## src/rtl/fp_exp_pkg.sv

```systemverilog
// Shared types and constants for the FP exponent step adjuster.
package fp_exp_pkg;

    typedef enum logic [1:0] {
        IDLE,
        RUN,
        DONE
    } exp_adj_state_t;

    localparam int FP16_EXP_W = 5;

endpackage

```

## src/rtl/exp_step_unit.sv

```systemverilog
// Combinational +/-1 stage for a biased exponent.
// carry flags the all-ones -> 0 wrap of an increment, borrow flags the
// 0 -> all-ones wrap of a decrement.
module exp_step_unit #(
    parameter int EXP_W = 5
) (
    input  logic [EXP_W-1:0] a,
    input  logic             dec,
    output logic [EXP_W-1:0] s,
    output logic             carry,
    output logic             borrow
);

    assign s      = dec ? (a - EXP_W'(1)) : (a + EXP_W'(1));
    assign carry  = !dec && (a == '1);
    assign borrow = dec && (a == '0);

endmodule

```

## src/rtl/fp_exp_step_adjuster.sv

```systemverilog
// Multi-cycle exponent adjuster: applies steps_in unit steps (+1 or -1) to a
// biased exponent, one step per clock, with overflow/underflow flags.
// Build option: define FP_EXP_SAT_EN for saturating mode (stop at all-ones
// or zero); leave it undefined for wrapping mode with sticky wrap flags.
//
//   state | meaning
//   IDLE  | waiting for a request, in_ready high
//   RUN   | one unit step applied per clock, count decrementing
//   DONE  | result held on exp_out/ovf/unf with out_valid until out_ready
module fp_exp_step_adjuster #(
    parameter int EXP_W  = fp_exp_pkg::FP16_EXP_W,
    parameter int STEP_W = 4
) (
    input  logic              clk,
    input  logic              rst_n,
    input  logic              in_valid,
    output logic              in_ready,
    input  logic [EXP_W-1:0]  exp_in,
    input  logic [STEP_W-1:0] steps_in,
    input  logic              dir_in,
    output logic              out_valid,
    input  logic              out_ready,
    output logic [EXP_W-1:0]  exp_out,
    output logic              ovf,
    output logic              unf
);

    import fp_exp_pkg::*;

    localparam logic [EXP_W-1:0] EXP_MAX = '1;

    exp_adj_state_t    state_q, state_nxt;
    logic [EXP_W-1:0]  exp_q, exp_nxt;
    logic [STEP_W-1:0] cnt_q, cnt_nxt;
    logic              dir_q, dir_nxt;
    logic              ovf_q, ovf_nxt;
    logic              unf_q, unf_nxt;

    logic [EXP_W-1:0]  step_s;
    logic              step_carry;
    logic              step_borrow;

    exp_step_unit #(.EXP_W(EXP_W)) u_step (
        .a      (exp_q),
        .dec    (dir_q),
        .s      (step_s),
        .carry  (step_carry),
        .borrow (step_borrow)
    );

`ifdef FP_EXP_SAT_EN
    // Saturating mode detects boundaries on the stepped value, so the wrap flags go unused.
    logic unused_wrap;
    assign unused_wrap = step_carry | step_borrow;
`endif

    // State register.
    always_ff @(posedge clk or negedge rst_n) begin
        if (!rst_n) begin
            state_q <= IDLE;
        end else begin
            state_q <= state_nxt;
        end
    end

    // Exponent, count, direction and flag registers.
    always_ff @(posedge clk or negedge rst_n) begin
        if (!rst_n) begin
            exp_q <= '0;
            cnt_q <= '0;
            dir_q <= 1'b0;
            ovf_q <= 1'b0;
            unf_q <= 1'b0;
        end else begin
            exp_q <= exp_nxt;
            cnt_q <= cnt_nxt;
            dir_q <= dir_nxt;
            ovf_q <= ovf_nxt;
            unf_q <= unf_nxt;
        end
    end

    // Next-state and datapath update.
    always_comb begin
        state_nxt = state_q;
        exp_nxt   = exp_q;
        cnt_nxt   = cnt_q;
        dir_nxt   = dir_q;
        ovf_nxt   = ovf_q;
        unf_nxt   = unf_q;
        case (state_q)
            IDLE: begin
                if (in_valid) begin
                    exp_nxt = exp_in;
                    cnt_nxt = steps_in;
                    dir_nxt = dir_in;
                    ovf_nxt = 1'b0;
                    unf_nxt = 1'b0;
                    if (steps_in == '0) begin
                        state_nxt = DONE;
`ifdef FP_EXP_SAT_EN
                    // Already at the boundary: flag it and skip RUN entirely.
                    end else if (!dir_in && (exp_in == EXP_MAX)) begin
                        ovf_nxt   = 1'b1;
                        cnt_nxt   = '0;
                        state_nxt = DONE;
                    end else if (dir_in && (exp_in == '0)) begin
                        unf_nxt   = 1'b1;
                        cnt_nxt   = '0;
                        state_nxt = DONE;
`endif
                    end else begin
                        state_nxt = RUN;
                    end
                end
            end
            RUN: begin
                exp_nxt = step_s;
                cnt_nxt = cnt_q - STEP_W'(1);
`ifdef FP_EXP_SAT_EN
                // Stop in the cycle the boundary is reached; leftover steps are dropped.
                if (!dir_q && (step_s == EXP_MAX)) begin
                    ovf_nxt   = 1'b1;
                    cnt_nxt   = '0;
                    state_nxt = DONE;
                end else if (dir_q && (step_s == '0)) begin
                    unf_nxt   = 1'b1;
                    cnt_nxt   = '0;
                    state_nxt = DONE;
                end else if (cnt_q == STEP_W'(1)) begin
                    state_nxt = DONE;
                end
`else
                ovf_nxt = ovf_q | step_carry;
                unf_nxt = unf_q | step_borrow;
                if (cnt_q == STEP_W'(1)) begin
                    state_nxt = DONE;
                end
`endif
            end
            DONE: begin
                if (out_ready) begin
                    state_nxt = IDLE;
                end
            end
            default: begin
                state_nxt = IDLE;
            end
        endcase
    end

    assign in_ready  = (state_q == IDLE);
    assign out_valid = (state_q == DONE);
    assign exp_out   = exp_q;
    assign ovf       = ovf_q;
    assign unf       = unf_q;

endmodule

```

## config.mk

```make
export PLATFORM = sky130hd
export DESIGN_NAME = fp_exp_step_adjuster
export DESIGN_NICKNAME = d
export VERILOG_FILES = /design/src/rtl/fp_exp_pkg.sv /design/src/rtl/exp_step_unit.sv /design/src/rtl/fp_exp_step_adjuster.sv
export SDC_FILE = /design/constraint.sdc
export NUM_CORES = 1
export LEC_CHECK = 0
export CAP_MARGIN = 0
export CORE_MARGIN = 1.5
export CORE_UTILIZATION = 47
export CTS_BUF_LIST = sky130_fd_sc_hd__clkbuf_4
export CTS_CLUSTER_SIZE = 14
export DETAILED_ROUTE_END_ITERATION = 7
export PLACE_DENSITY = 0.73
export SLEW_MARGIN = 40
export SYNTH_ARGS = -nofsm -noshare
export SYNTH_HDL_FRONTEND = slang
export SYNTH_HIERARCHICAL = 1
export SYNTH_SLANG_ARGS = --single-unit
```

## constraint.sdc

```tcl
create_clock -name clk -period 2.9 [get_ports clk]
set_input_delay 0.87 -clock clk [delete_from_list [all_inputs] [get_ports clk]]
set_output_delay 0.87 -clock clk [all_outputs]
set_load 0.02 [all_outputs]
```

# Word level (Yosys, flattened, before mapping)
# Index checks and enable logic that the tools add are counted.
[op_classes]
muxes = 13
addsub = 3
eq_ne = 7
reduce_logical = 10
n_bitwise = 2
[op_table]
columns = ["operator", "count"]
rows = [
  ["2-to-1 mux 5 bit", 2],
  ["one-hot mux 5 bit (2 select lines)", 1],
  ["2-to-1 mux 2 bit", 4],
  ["one-hot mux 4 bit (2 select lines)", 1],
  ["one-hot mux 2 bit (3 select lines)", 1],
  ["adder 5 x 1 -> 5 bit, second input constant", 1],
  ["== test 5 bit, second input constant", 1],
  ["zero test 5 bit", 1],
  ["subtractor 5 x 1 -> 5 bit, second input constant", 1],
  ["== test 4 x 1 -> 1 bit, second input constant", 1],
  ["zero test 4 bit", 1],
  ["2-to-1 mux 4 bit", 1],
  ["!= test 2 bit, second input constant", 2],
  ["one-hot mux 1 bit (2 select lines)", 2],
  ["AND reduction 2 bit", 2],
  ["subtractor 4 x 1 -> 4 bit, second input constant", 1],
  ["AND reduction 3 bit", 1],
  ["== test 2 x 1 -> 1 bit, second input constant", 1],
  ["== test 2 bit, second input constant", 1],
  ["logical AND 1 bit", 2],
  ["zero test 2 bit", 1],
  ["!= test 2 x 1 -> 1 bit, second input constant", 1],
  ["bitwise OR 1 bit", 2],
  ["nonzero test 2 bit", 1],
  ["2 further kinds", 2],
]
[totals]
elab_cells = 41
reg_bits = 14
input_bits = 14

# Depth between registers and ports, before layout
[logic_depth]
ltp_word = 4
depth_mapped = 7

# Modules after synthesis
# The synthesis kept the hierarchy.
[modules_own_cells]
columns = ["mod", "instances", "area_per_inst_um2", "seq_area_each_um2", "cells_each"]
rows = [
  ["fp_exp_step_adjuster", 1, 798.3, 350.3, 85],
  ["exp_step_unit", 1, 171.4, 0.0, 22],
]

# Worst setup path before layout
# Ideal clock, no wire load.
[synth_path]
kind = "reg-to-reg"
start = "register exp_q[0] (netlist: exp_out[0])"
end = "register exp_q[4] (netlist: exp_out[4])"
path_buffers = 0
path_stages_with_launch = 8
arrival_time_ps = 1651
setup_ps = 132
required_ps = 2768
path_slack_ps = 1117
cell_sequence = "dfrtp_1 inv_1 fa_1 nand2b_1 a21oi_1 xnor2_1 a22oi_1 o21ai_1"
[synth_via]
elab_chain_cells = 3
elab_cells_between_ends = 4
classes_between = "add/sub (2); mux (2)"
[synth_rtl]
columns = ["item", "line_no", "text"]
rows = [
  ["start, declared", "fp_exp_step_adjuster.sv:33", "logic [EXP_W-1:0] exp_q, exp_nxt;"],
  ["start signal, assigned", "fp_exp_step_adjuster.sv:75", "exp_q <= exp_nxt;"],
  ["adder 5 x 1 -> 5 bit or subtractor 5 x 1 -> 5 bit (tied branches)", "exp_step_unit.sv:14", "assign s = dec ? (a - EXP_W'(1)) : (a + EXP_W'(1));"],
  ["2-to-1 mux 5 bit *", "exp_step_unit.sv:14", ""],
  ["named net step_s[4]", "fp_exp_step_adjuster.sv:39", "logic [EXP_W-1:0] step_s;"],
  ["one-hot mux 5 bit (2 select lines) *", "fp_exp_step_adjuster.sv:91", "case (state_q)"],
]
# The timed path passes the listed nets; every way through them passes the cells marked *.
# A chain may end at the register's enable or synchronous reset.

# Worst setup path after layout
[layout_path]
start = "register state_q[1]"
end = "output port out_valid"
[layout_via]
elab_chain_cells = 1
[layout_rtl]
columns = ["item", "line_no", "text"]
rows = [
  ["start, declared", "fp_exp_step_adjuster.sv:32", "exp_adj_state_t state_q, state_nxt;"],
  ["start signal, assigned", "fp_exp_step_adjuster.sv:62", "state_q <= state_nxt;"],
  ["== test 2 bit", "fp_exp_step_adjuster.sv:153", "assign out_valid = (state_q == DONE);"],
  ["end, declared", "fp_exp_step_adjuster.sv:21", "output logic out_valid,"],
]
# No other way between the ends.

==> parameters.txt <==
Parameter                              Value

Logic synthesis
  Number of flops mapped to enable cells by yosys ... 0
  Syn Nets ... between 100 and 150
  Cells after synthesis ... between 100 and 150
  Sequential element share of the synthesized area ... a little over a third
  FF+latch count, synth ... 14
  Synth Flop Type ... sky130_fd_sc_hd__dfrtp_1
  Share of flip-flops with an asynchronous set or reset ... 100%
  Average instance area after synthesis ... between 9 and 10 um^2
  Summed instance area of the synthesized netlist ... 970 um^2
  Number of distinct standard cells referenced by the synthesized netlist ... 33
  Yosys warning count ... 6

Clocking
  Buffer cell driving the clock tree root ... sky130_fd_sc_hd__clkbuf_4
  CTS H-tree lvls ... 1
  CTS buffer count ... 3
  CTS sink cnt ... 14
  Number of buffers between clock root and the deepest sink ... 2
  CTS tree ... yes
  Count of instances resized after the clock tree is built ... 0
  Quantity of hold-fixing buffers added after cts ... 0
  Register clock-pin slew on the reported worst setup and hold paths ... 0.08 ns
  Later-pin clock latency in the skew report ... 0.28 ns
  Setup bufs post-CTS ... 0

Routing
  Sum of met2 wire segment lengths after detailed routing ... 1080 um
  Met1 WL ... 915 um
  Drc violations ... 0
  Routed wire per std cell ... 13.4 um
  Drt first-iter violations ... 9
  Number of detailed-route iterations in the first pass ... 4
  Top layer used by detailed routing ... met3
  Avg Vias per Cell ... around 5.5
  Post-route antenna net violation count ... 0
  Vias ... 862
  Routed length on met3 ... between 80 and 90 um
  Total wire length after detailed routing ... 2090 um

Worst setup path
  Number of cells traversed by the worst register-to-register path ... 7
  Cell breakdown of the critical path ... nor2b_1, clkdlybuf4s50_1
  Worst reg2reg startpoint ... dir_q
  Endpoint arrival time on the critical path ... 1.80 ns
  Crit path max fanout ... 16
  Critical R2R Capture ... exp_out[4]
  Worst setup EP type ... output port
  Required time worst endpoint ... ~2 ns
  Launch point of the critical path ... state_q[1]
  Cell with the biggest individual delay on the critical path ... sky130_fd_sc_hd__dfrtp_1
  Path type of the worst setup path ... flip-flop to output port
  Worst Setup EP ... out_valid
  Launching element type of the critical path ... flip-flop
  Longest individual stage delay on the worst path ... approximately 0.66 ns
  Internal reg-to-reg setup slack ... 1.05 ns

Global route
  Total congestion overflow ... 0
  Vias in the first global route ... 799
  Total Routing Usage GR ... 19.7%
  Largest net degree at the start of global routing ... 23
  First-pass GRT wire length ... roughly 3700 um
  Initial antenna violation count ... 0

STA
  Final Slew Violations ... 0
  Final Critical Period ... ~2.7 ns
  Worst Max-Slew Pin Slew ... 0.625 ns
  Final hold viol count ... 0
  Count of final setup violators ... 0
  Max transition margin ... 58.2%
  Maximum frequency from static timing analysis ... 375 MHz
  Worst setup skew after layout ... about 0.0017 ns
  Setup WS post-layout ... 0.233 ns
  Setup repair after global routing missed its margin ... no
  Period utilization ... 92.0%
  Summed negative setup slack over all endpoints ... 0 ns

Floorplan
  Cell Rows ... 16
  Total die area ... 0.00234 mm^2
  Width of the die ... ~48 um
  Floorplan die height ... 48.4 um
  Core box area ... roughly 0.002 mm^2
  Starting density of the core ... 49.4%
  Number of top-level design ports ... 23

Cells and area
  Fillers ... around 180
  Net count, final ... 150
  Share of layout cells above drive strength 1 ... 8.53%
  Most common library cell in the layout ignoring fill and taps ... sky130_fd_sc_hd__clkdlybuf4s50_1
  Layout Area Growth over Synthesis ... 25.7%
  Commonest cells after routing, fill and taps aside ... sky130_fd_sc_hd__clkdlybuf4s50_1 (22), sky130_fd_sc_hd__a21oi_1 (15), sky130_fd_sc_hd__dfrtp_1 (14), sky130_fd_sc_hd__inv_1 (8), sky130_fd_sc_hd__nor2_1 (7)
  Count of antenna diodes in the layout ... 0

Power
  Cell area power density ... 1080 mW/mm^2
  Total power ... around 1.3 mW
  Leakage ... 0.521 nW
  Worst voltage drop across the vdd grid ... 0.508 mV

Status
  Result of the run ... finished, final reports clean

Place
  HPWL reported at the end of detailed placement ... between 1500 and 2000 um
  Post-place setup slack ... about 0.55 ns
  Port Buffer Count ... 22
  Final GP Congestion ... about 0.83

Run
  Maxcap violations ... 0

Hold path
  Min-Delay Path Class ... flip-flop to flip-flop
  Origin of the worst min-delay path ... ovf
==> power breakdown <==
part / switching [mW] / leakage (nW) / internal (mW)
combinational: 0.390 / 0.337 / 0.403
clock: 0.0631 / 0.0154 / 0.0499
sequential: 0.129 / 0.168 / 0.287
total: 0.582 / 0.521 / 0.740
==> metrics by stage <==
| stage | instances | hold slack, ns | utilization [%] | cell area, um^2 |
|---|---|---|---|---|
| finish | 156 | 0.556 | 62.1 | 1220 |
| floorplan | 107 | 0.505 | - | 970 |
| global route | 156 | 0.589 | 62.1 | 1220 |
| CTS | 156 | 0.568 | 62.1 | 1220 |
| detailed placement | 152 | 0.548 | 60.8 | 1190 |
| global placement | 152 | 0.528 | 60.8 | 1190 |
==> cells by family (layout without fill, tap and decap cells) <==
logic type                 after synthesis  count (layout)  synth area share, %
buffers and inverters                   13              35                 7.10
xor gates and xnor gates                 4               4                 3.61
adders and majority gates                6               6                 8.52
AOI/OAI and AO/OA                       31              31                 19.5
DFF                                     14              14                 36.1
and+or+nand+nor                         39              39                 25.2
==> metal layers <==
layer,global-route usage [%],vias to the layer above
met3,4.63,0
met1,26.1,417
met2,33.8,21
met4,2.86,0
li1,-,424
met5,0,-
==> final cells by class <==
type                    count  area (um^2)  area share, %
clock inverters             1         3.75          0.308
well taps                  27         33.8           2.77
inverters                   8         30.0           2.46
repair buffers             23          228           18.7
clock buffers               3         22.5           1.85
multi-input cells          80          551           45.2
flip-flops and latches     14          350           28.7
==> sequential cells by signal, summed over array words and instances, names as in the netlist <==
register / count
cnt_q: 4
ovf: 1
dir_q: 1
state_q: 2
exp_out: 5
unf: 1
==> critical path, delay by kind of cell (launching register included) <==
| kind | cells | cell delay, ns |
|---|---|---|
| buf+inv | 1 | 0.62 |
| flops | 1 | 0.66 |
| simple gates | 1 | 0.23 |
==> worst min path at each step <==
stage                     cells past startpoint        to
after global placement                        1  cnt_q[3]
after floorplan                               1  cnt_q[3]
after global routing                          2       unf
after CTS                                     2       unf
after detailed placement                      2       unf
final                                         2       ovf
==> synthesized netlist by cell type, types with 2 or more instances <==
cell type / instances / area share, %
sky130_fd_sc_hd__a21oi_1: 15 / 7.7
sky130_fd_sc_hd__dfrtp_1: 14 / 36
sky130_fd_sc_hd__inv_1: 8 / 3.1
sky130_fd_sc_hd__nor2_1: 7 / 2.7
sky130_fd_sc_hd__nand2_1: 6 / 2.3
sky130_fd_sc_hd__ha_1: 5 / 6.5
sky130_fd_sc_hd__o21ai_1: 5 / 2.6
sky130_fd_sc_hd__and3b_1: 4 / 3.6
sky130_fd_sc_hd__nand2b_1: 4 / 2.6
sky130_fd_sc_hd__o22a_1: 4 / 3.6
sky130_fd_sc_hd__xnor2_1: 4 / 3.6
sky130_fd_sc_hd__nand3_1: 3 / 1.5
sky130_fd_sc_hd__nor3b_2: 3 / 3.9
sky130_fd_sc_hd__a31oi_1: 2 / 1.3
sky130_fd_sc_hd__buf_6: 2 / 2.3
sky130_fd_sc_hd__nand4_1: 2 / 1.3
sky130_fd_sc_hd__nor2b_1: 2 / 1.3
sky130_fd_sc_hd__nor3_1: 2 / 1.0
Power figures use the tool's default switching activity.
